File: src/rtl/im_fetch_if.sv
// Requester-side fetch channel: request handshake plus single-cycle response.
interface im_fetch_if;
  logic        req_valid;
  logic [31:0] req_addr;
  logic        req_ready;
  logic        rsp_valid;
  logic [31:0] rsp_data;
  logic        rsp_err;

  modport master (
    output req_valid, req_addr,
    input  req_ready, rsp_valid, rsp_data, rsp_err
  );

  modport slave (
    input  req_valid, req_addr,
    output req_ready, rsp_valid, rsp_data, rsp_err
  );
endinterface

File: src/rtl/im_fetch_arbiter.sv
// Two-requester round-robin arbiter that assembles 32-bit big-endian words
// from a byte-wide, combinationally read instruction memory.
module im_fetch_arbiter #(
  parameter int unsigned MEM_SIZE = 128
) (
  input  logic                        clk,
  input  logic                        rst,
  im_fetch_if.slave                   req0,
  im_fetch_if.slave                   req1,
  output logic [$clog2(MEM_SIZE)-1:0] mem_addr,
  input  logic [7:0]                  mem_rdata,
  output logic                        busy
);
  localparam int unsigned AW = $clog2(MEM_SIZE);
  localparam logic [31:0] LAST_WORD = 32'(MEM_SIZE - 4);

  typedef enum logic [1:0] {IDLE, READ, RESP} state_e;

  state_e          state_q, state_d;
  logic [1:0]      beat_q, beat_d;
  logic [31:0]     data_q, data_d;
  logic            err_q, err_d;
  logic            gnt_q, gnt_d;
  logic            last_grant_q, last_grant_d;
  logic [AW-1:0]   base_q, base_d;

  logic            any_valid;
  logic            grant_sel;
  logic [31:0]     sel_addr;
  logic            addr_bad;

  // On a tie the requester that did not win last time is granted.
  always_comb begin
    any_valid = req0.req_valid | req1.req_valid;
    if (req0.req_valid && req1.req_valid) grant_sel = ~last_grant_q;
    else                                  grant_sel = req1.req_valid;
    sel_addr = grant_sel ? req1.req_addr : req0.req_addr;
    addr_bad = (sel_addr[1:0] != 2'b00) || (sel_addr > LAST_WORD);
  end

  always_ff @(posedge clk or negedge rst) begin
    if (!rst) begin
      state_q      <= IDLE;
      beat_q       <= '0;
      data_q       <= '0;
      err_q        <= 1'b0;
      gnt_q        <= 1'b0;
      last_grant_q <= 1'b1;
      base_q       <= '0;
    end else begin
      state_q      <= state_d;
      beat_q       <= beat_d;
      data_q       <= data_d;
      err_q        <= err_d;
      gnt_q        <= gnt_d;
      last_grant_q <= last_grant_d;
      base_q       <= base_d;
    end
  end

  always_comb begin
    state_d      = state_q;
    beat_d       = beat_q;
    data_d       = data_q;
    err_d        = err_q;
    gnt_d        = gnt_q;
    last_grant_d = last_grant_q;
    base_d       = base_q;
    unique case (state_q)
      IDLE: begin
        if (any_valid) begin
          gnt_d        = grant_sel;
          last_grant_d = grant_sel;
          beat_d       = '0;
          data_d       = '0;
          err_d        = addr_bad;
          base_d       = sel_addr[AW-1:0];
          state_d      = addr_bad ? RESP : READ;
        end
      end
      READ: begin
        unique case (beat_q)
          2'd0: data_d[31:24] = mem_rdata;
          2'd1: data_d[23:16] = mem_rdata;
          2'd2: data_d[15:8]  = mem_rdata;
          2'd3: data_d[7:0]   = mem_rdata;
        endcase
        beat_d = beat_q + 2'd1;
        if (beat_q == 2'd3) state_d = RESP;
      end
      RESP:    state_d = IDLE;
      default: state_d = IDLE;
    endcase
  end

  // Ready is gated by reset so nothing is offered while the block is held.
  always_comb begin
    req0.req_ready = 1'b0;
    req1.req_ready = 1'b0;
    req0.rsp_valid = 1'b0;
    req0.rsp_data  = '0;
    req0.rsp_err   = 1'b0;
    req1.rsp_valid = 1'b0;
    req1.rsp_data  = '0;
    req1.rsp_err   = 1'b0;
    mem_addr       = '0;
    busy           = 1'b0;
    unique case (state_q)
      IDLE: begin
        req0.req_ready = rst & req0.req_valid & ~grant_sel;
        req1.req_ready = rst & req1.req_valid &  grant_sel;
      end
      READ: begin
        busy     = 1'b1;
        mem_addr = base_q + AW'(beat_q);
      end
      RESP: begin
        busy = 1'b1;
        if (gnt_q) begin
          req1.rsp_valid = 1'b1;
          req1.rsp_data  = data_q;
          req1.rsp_err   = err_q;
        end else begin
          req0.rsp_valid = 1'b1;
          req0.rsp_data  = data_q;
          req0.rsp_err   = err_q;
        end
      end
      default: ;
    endcase
  end
endmodule

File: src/flat_wrapper.sv
// flat-port wrapper written by rule: the top's interface ports become plain ports
module im_fetch_arbiter_flat 
#(
  parameter int unsigned MEM_SIZE = 128
)
  (clk, rst, mem_addr, mem_rdata, busy, req0_req_valid, req0_req_addr, req0_req_ready, req0_rsp_valid, req0_rsp_data, req0_rsp_err, req1_req_valid, req1_req_addr, req1_req_ready, req1_rsp_valid, req1_rsp_data, req1_rsp_err);
  im_fetch_if req0_i ();
  im_fetch_if req1_i ();
  input  logic clk;
  input  logic rst;
  output logic [$clog2(MEM_SIZE)-1:0] mem_addr;
  input  logic [7:0] mem_rdata;
  output logic busy;
  input wire logic [$bits(req0_i.req_valid)-1:0] req0_req_valid;
  input wire logic [$bits(req0_i.req_addr)-1:0] req0_req_addr;
  output wire logic [$bits(req0_i.req_ready)-1:0] req0_req_ready;
  output wire logic [$bits(req0_i.rsp_valid)-1:0] req0_rsp_valid;
  output wire logic [$bits(req0_i.rsp_data)-1:0] req0_rsp_data;
  output wire logic [$bits(req0_i.rsp_err)-1:0] req0_rsp_err;
  input wire logic [$bits(req1_i.req_valid)-1:0] req1_req_valid;
  input wire logic [$bits(req1_i.req_addr)-1:0] req1_req_addr;
  output wire logic [$bits(req1_i.req_ready)-1:0] req1_req_ready;
  output wire logic [$bits(req1_i.rsp_valid)-1:0] req1_rsp_valid;
  output wire logic [$bits(req1_i.rsp_data)-1:0] req1_rsp_data;
  output wire logic [$bits(req1_i.rsp_err)-1:0] req1_rsp_err;
  assign req0_i.req_valid = req0_req_valid;
  assign req0_i.req_addr = req0_req_addr;
  assign req0_req_ready = req0_i.req_ready;
  assign req0_rsp_valid = req0_i.rsp_valid;
  assign req0_rsp_data = req0_i.rsp_data;
  assign req0_rsp_err = req0_i.rsp_err;
  assign req1_i.req_valid = req1_req_valid;
  assign req1_i.req_addr = req1_req_addr;
  assign req1_req_ready = req1_i.req_ready;
  assign req1_rsp_valid = req1_i.rsp_valid;
  assign req1_rsp_data = req1_i.rsp_data;
  assign req1_rsp_err = req1_i.rsp_err;
  im_fetch_arbiter #(.MEM_SIZE(MEM_SIZE)) u_core (.clk(clk), .rst(rst), .req0(req0_i), .req1(req1_i), .mem_addr(mem_addr), .mem_rdata(mem_rdata), .busy(busy));
endmodule
File: config.mk
export PLATFORM = sky130hd
export DESIGN_NAME = im_fetch_arbiter_flat
export DESIGN_NICKNAME = d
export VERILOG_FILES = /design/src/rtl/im_fetch_if.sv /design/src/rtl/im_fetch_arbiter.sv /design/src/flat_wrapper.sv
export SDC_FILE = /design/constraint.sdc
export NUM_CORES = 1
export LEC_CHECK = 0
export ABC_CLOCK_PERIOD_IN_PS = 3850
export CAP_MARGIN = 20
export CORE_ASPECT_RATIO = 1.1
export CORE_MARGIN = 5
export CORE_UTILIZATION = 43
export CTS_CLUSTER_DIAMETER = 100
export DETAILED_ROUTE_END_ITERATION = 12
export PLACE_DENSITY = 0.91
export SLEW_MARGIN = 20
export SYNTH_ARGS = -nofsm -noshare
export SYNTH_HDL_FRONTEND = slang
export SYNTH_SLANG_ARGS = --single-unit
File: constraint.sdc
create_clock -name clk -period 3.85 [get_ports clk]
set_input_delay 0.385 -clock clk [delete_from_list [all_inputs] [get_ports clk]]
set_output_delay 0.385 -clock clk [all_outputs]
set_load 0.02 [all_outputs]
==> results.py <==
metrics = {
    "worst_setup_path": {
        "cp_data_required_time_ps": 3460,
        "criticalPathCategory": "flip-flop to primary output",
        "crit_path_end_kind": "primary output",
        "start_kind": "flip-flop",
        "worst-path-max-fanout": 36,
        "critical_path_arrival_ps": 2710,
    },
    "clock_tree": {
        "cts_tree": "done",
        "postCtsSetupRepairBufs": 0,
        "ctsResizeCount": 0,
        "clkSlewWorstSetupHoldPaths_ps": 90,
        "cts_max_path_buffers": 2,
        "clockRootBuffer": "clkbuf_8",
        "cts_sinks": 46,
        "numCtsBuffers": 5,
        "clk_latency_ps": 300,
        "cts_hold_buf": 0,
        "htreeDepth": 2,
    },
    "synthesis": {
        "syn_inst": 279,
        "synth_top_cells_by_count": "and2_1 (46), dfrtp_1 (45), and3_1 (34)",
        "synth-compound-area-share_pct": 7.05,
        "synthTopCellsByArea": "dfrtp_1 (39%), and2_1 (10%), mux2_2 (9.5%)",
        "synth_top_family_by_area": "simple AND/OR/NAND/NOR gates",
        "syn_nets": 365,
        "synth-seq-cells": 46,
        "yosys.area_share.simple_pct": 26.8,
        "yosysTopAreaCell": "dfrtp_1",
        "synth-edff-count": 0,
        "synth_ff_type": "dfrtp_1",
        "synthMuxAreaShare_pct": 16.1,
        "async_reset_ff_share_pct": 100,
        "synthAdderAreaFrac_pct": 4.64,
        "synth_xor_area_share_pct": 1.84,
        "synth_top_area_share_pct": 39.4,
        "ys_seq_area_share_pct": 40.3,
        "ys_types": 38,
        "synth_area_mm2": 0.00286,
        "avgSynthCellArea_um2": 10.2,
        "yosysMostFrequentCell": "and2_1",
        "yosysWarnings": 0,
    },
    "detailed_routing": {
        "wl_mm": 8.64,
        "viasPerCell": 5.28,
        "drtIter0Drc": 66,
        "route.detailed.drc": 0,
        "vias": 2702,
        "routedWlPerCell_um": 16.9,
        "ant_nets": 0,
        "first_pass_iters": 4,
    },
    "min_path": {
        "worstHoldPathType": "primary input to async pin",
    },
    "pwr": {
        "ir_drop_v": 0.000299,
        "p_leak_nw": 2.05,
        "p_per_area_mw_per_mm2": 347,
        "finalPower_mw": 1.58,
    },
    "timing": {
        "finalHoldViolations": 0,
        "worst_pin_slew_ps": 909,
        "finalSetupTns_ps": 0,
        "max_slew_margin_pct": 39.4,
        "min_period_over_period_pct": 80.5,
        "slew_viol_final": 0,
        "period_needed_ps": 3100,
        "setup_viol": 0,
        "fmax_mhz": 323,
        "finalClockSkew_ps": 5.65,
        "rsz0062_at_grt": "no",
    },
    "floorplan": {
        "rows": 31,
        "ios": 154,
        "start_util_pct": 43.8,
        "core_mm2": 0.00652,
        "chipWidth_um": 87.7,
        "die_y_um": 95.5,
        "die-area_mm2": 0.00837,
    },
    "placed_design": {
        "dp_hpwl_mm": 6.95,
        "place_congestion": 0.804,
        "io_buffers": 153,
        "place_area_mm2": 0.00446,
    },
    "layout": {
        "n_antenna_cell": 0,
        "nFillCells": 490,
        "syn_to_final_growth_pct": 59.4,
        "finalInstanceArea_mm2": 0.00455,
        "nets": 515,
        "layout-drive-gt1-share_pct": 12.6,
    },
    "run": {
        "maxCapViolations": 0,
    },
    "global_route": {
        "grt_pass1_vias": 2762,
        "grt_pass1_wl_mm": 13.3,
        "grt.total_usage_pct": 20.5,
        "grt_max_degree": 37,
        "antenna_found_initial": 1,
        "overflow": 0,
    },
    "outcome": {
        "status": "finished clean",
    },
}
==> cells by family (layout without fill, tap and decap cells) <==
kind of cell / after synthesis / after routing
flops: 46 / 46
compound gates: 26 / 26
buf+inv: 23 / 174
fa+ha+maj: 10 / 10
mux: 39 / 39
xor+xnor: 6 / 6
simple gates: 129 / 129
==> final timing paths <==
path                                               startpoint                       endpoint  slack (ps)  depth (start not counted)
worst max-delay path                 u_core.gnt_q$_DFFE_PN0P_              req0_rsp_data[25]         750                          4
worst min-delay path                                      rst   u_core.data_q[1]$_DFFE_PN0P_          40                          1
worst max register to register  u_core.state_q[0]$_DFFE_PN0P_  u_core.data_q[24]$_DFFE_PN0P_        1700                          6
worst min register to register   u_core.base_q[0]$_DFFE_PN0P_   u_core.base_q[0]$_DFFE_PN0P_         500                          2
max in group asynchronous                                 rst   u_core.base_q[3]$_DFFE_PN0P_        3090                          2
min in group clk                 u_core.base_q[0]$_DFFE_PN0P_   u_core.base_q[0]$_DFFE_PN0P_         500                          2
==> state kept, by name, indices dropped and copies added, names as in the netlist <==
register,flops
u_core.gnt_q,1
u_core.data_q,32
u_core.base_q,7
u_core.err_q,1
u_core.state_q,2
u_core.last_grant_q,1
u_core.beat_q,2
==> area by class of cell <==
class,count,area [um2],area share (%)
clock buffers,5,68.8,1.51
clock inverters,3,21.3,0.467
flip-flops and latches,46,1150,25.3
well taps,82,103,2.25
repair buffers,158,1560,34.3
multi-input cells,210,1620,35.5
inverters,8,30.0,0.659
==> power breakdown <==
| group | switching, mW | leakage (nW) | internal [mW] |
|---|---|---|---|
| registers | 0.0860 | 0.618 | 0.538 |
| clock network | 0.169 | 0.0441 | 0.128 |
| logic | 0.359 | 1.39 | 0.300 |
| total | 0.614 | 2.05 | 0.965 |
==> layout by cell type, fill, tap and decap left out, types with 5 or more instances in the layout <==
master / n
and2_1: 46
mux2i_1: 7
nor2_1: 7
nand2_1: 12
nor2b_1: 5
buf_4: 5
mux2_4: 8
nor4_1: 12
clkdlybuf4s50_1: 152
clkbuf_8: 5
mux2_2: 24
xnor2_1: 5
inv_1: 8
o21ai_0: 9
ha_1: 9
and3_1: 34
dfrtp_1: 45
==> layer usage <==
metal  track usage, %  vias up  routed length (um)
met5                0        -                  11
met4             5.37        2                 110
met3             6.91       11                 892
met2             38.2      122                4530
met1             21.8     1293                3090
li1                 -     1274                   -
==> worst max-delay path, stage by stage (launching register included) <==
cell and delay, ps:
dfrtp_1 730, nor2b_2 650, buf_4 270, and2_1 150, clkdlybuf4s50_1 600
==> per-stage QoR <==
stage	setup slack (ps)	cells	util, %	hold WS, ps
2_1_floorplan	1850	279	-	89.4
3_3_place_gp	1210	504	68.5	362
3_5_place_dp	1050	504	68.5	379
4_1_cts	721	512	69.9	47.6
5_1_grt	532	512	69.9	80.8
6_report	753	512	69.9	37.7
Power figures use the tool's default switching activity.
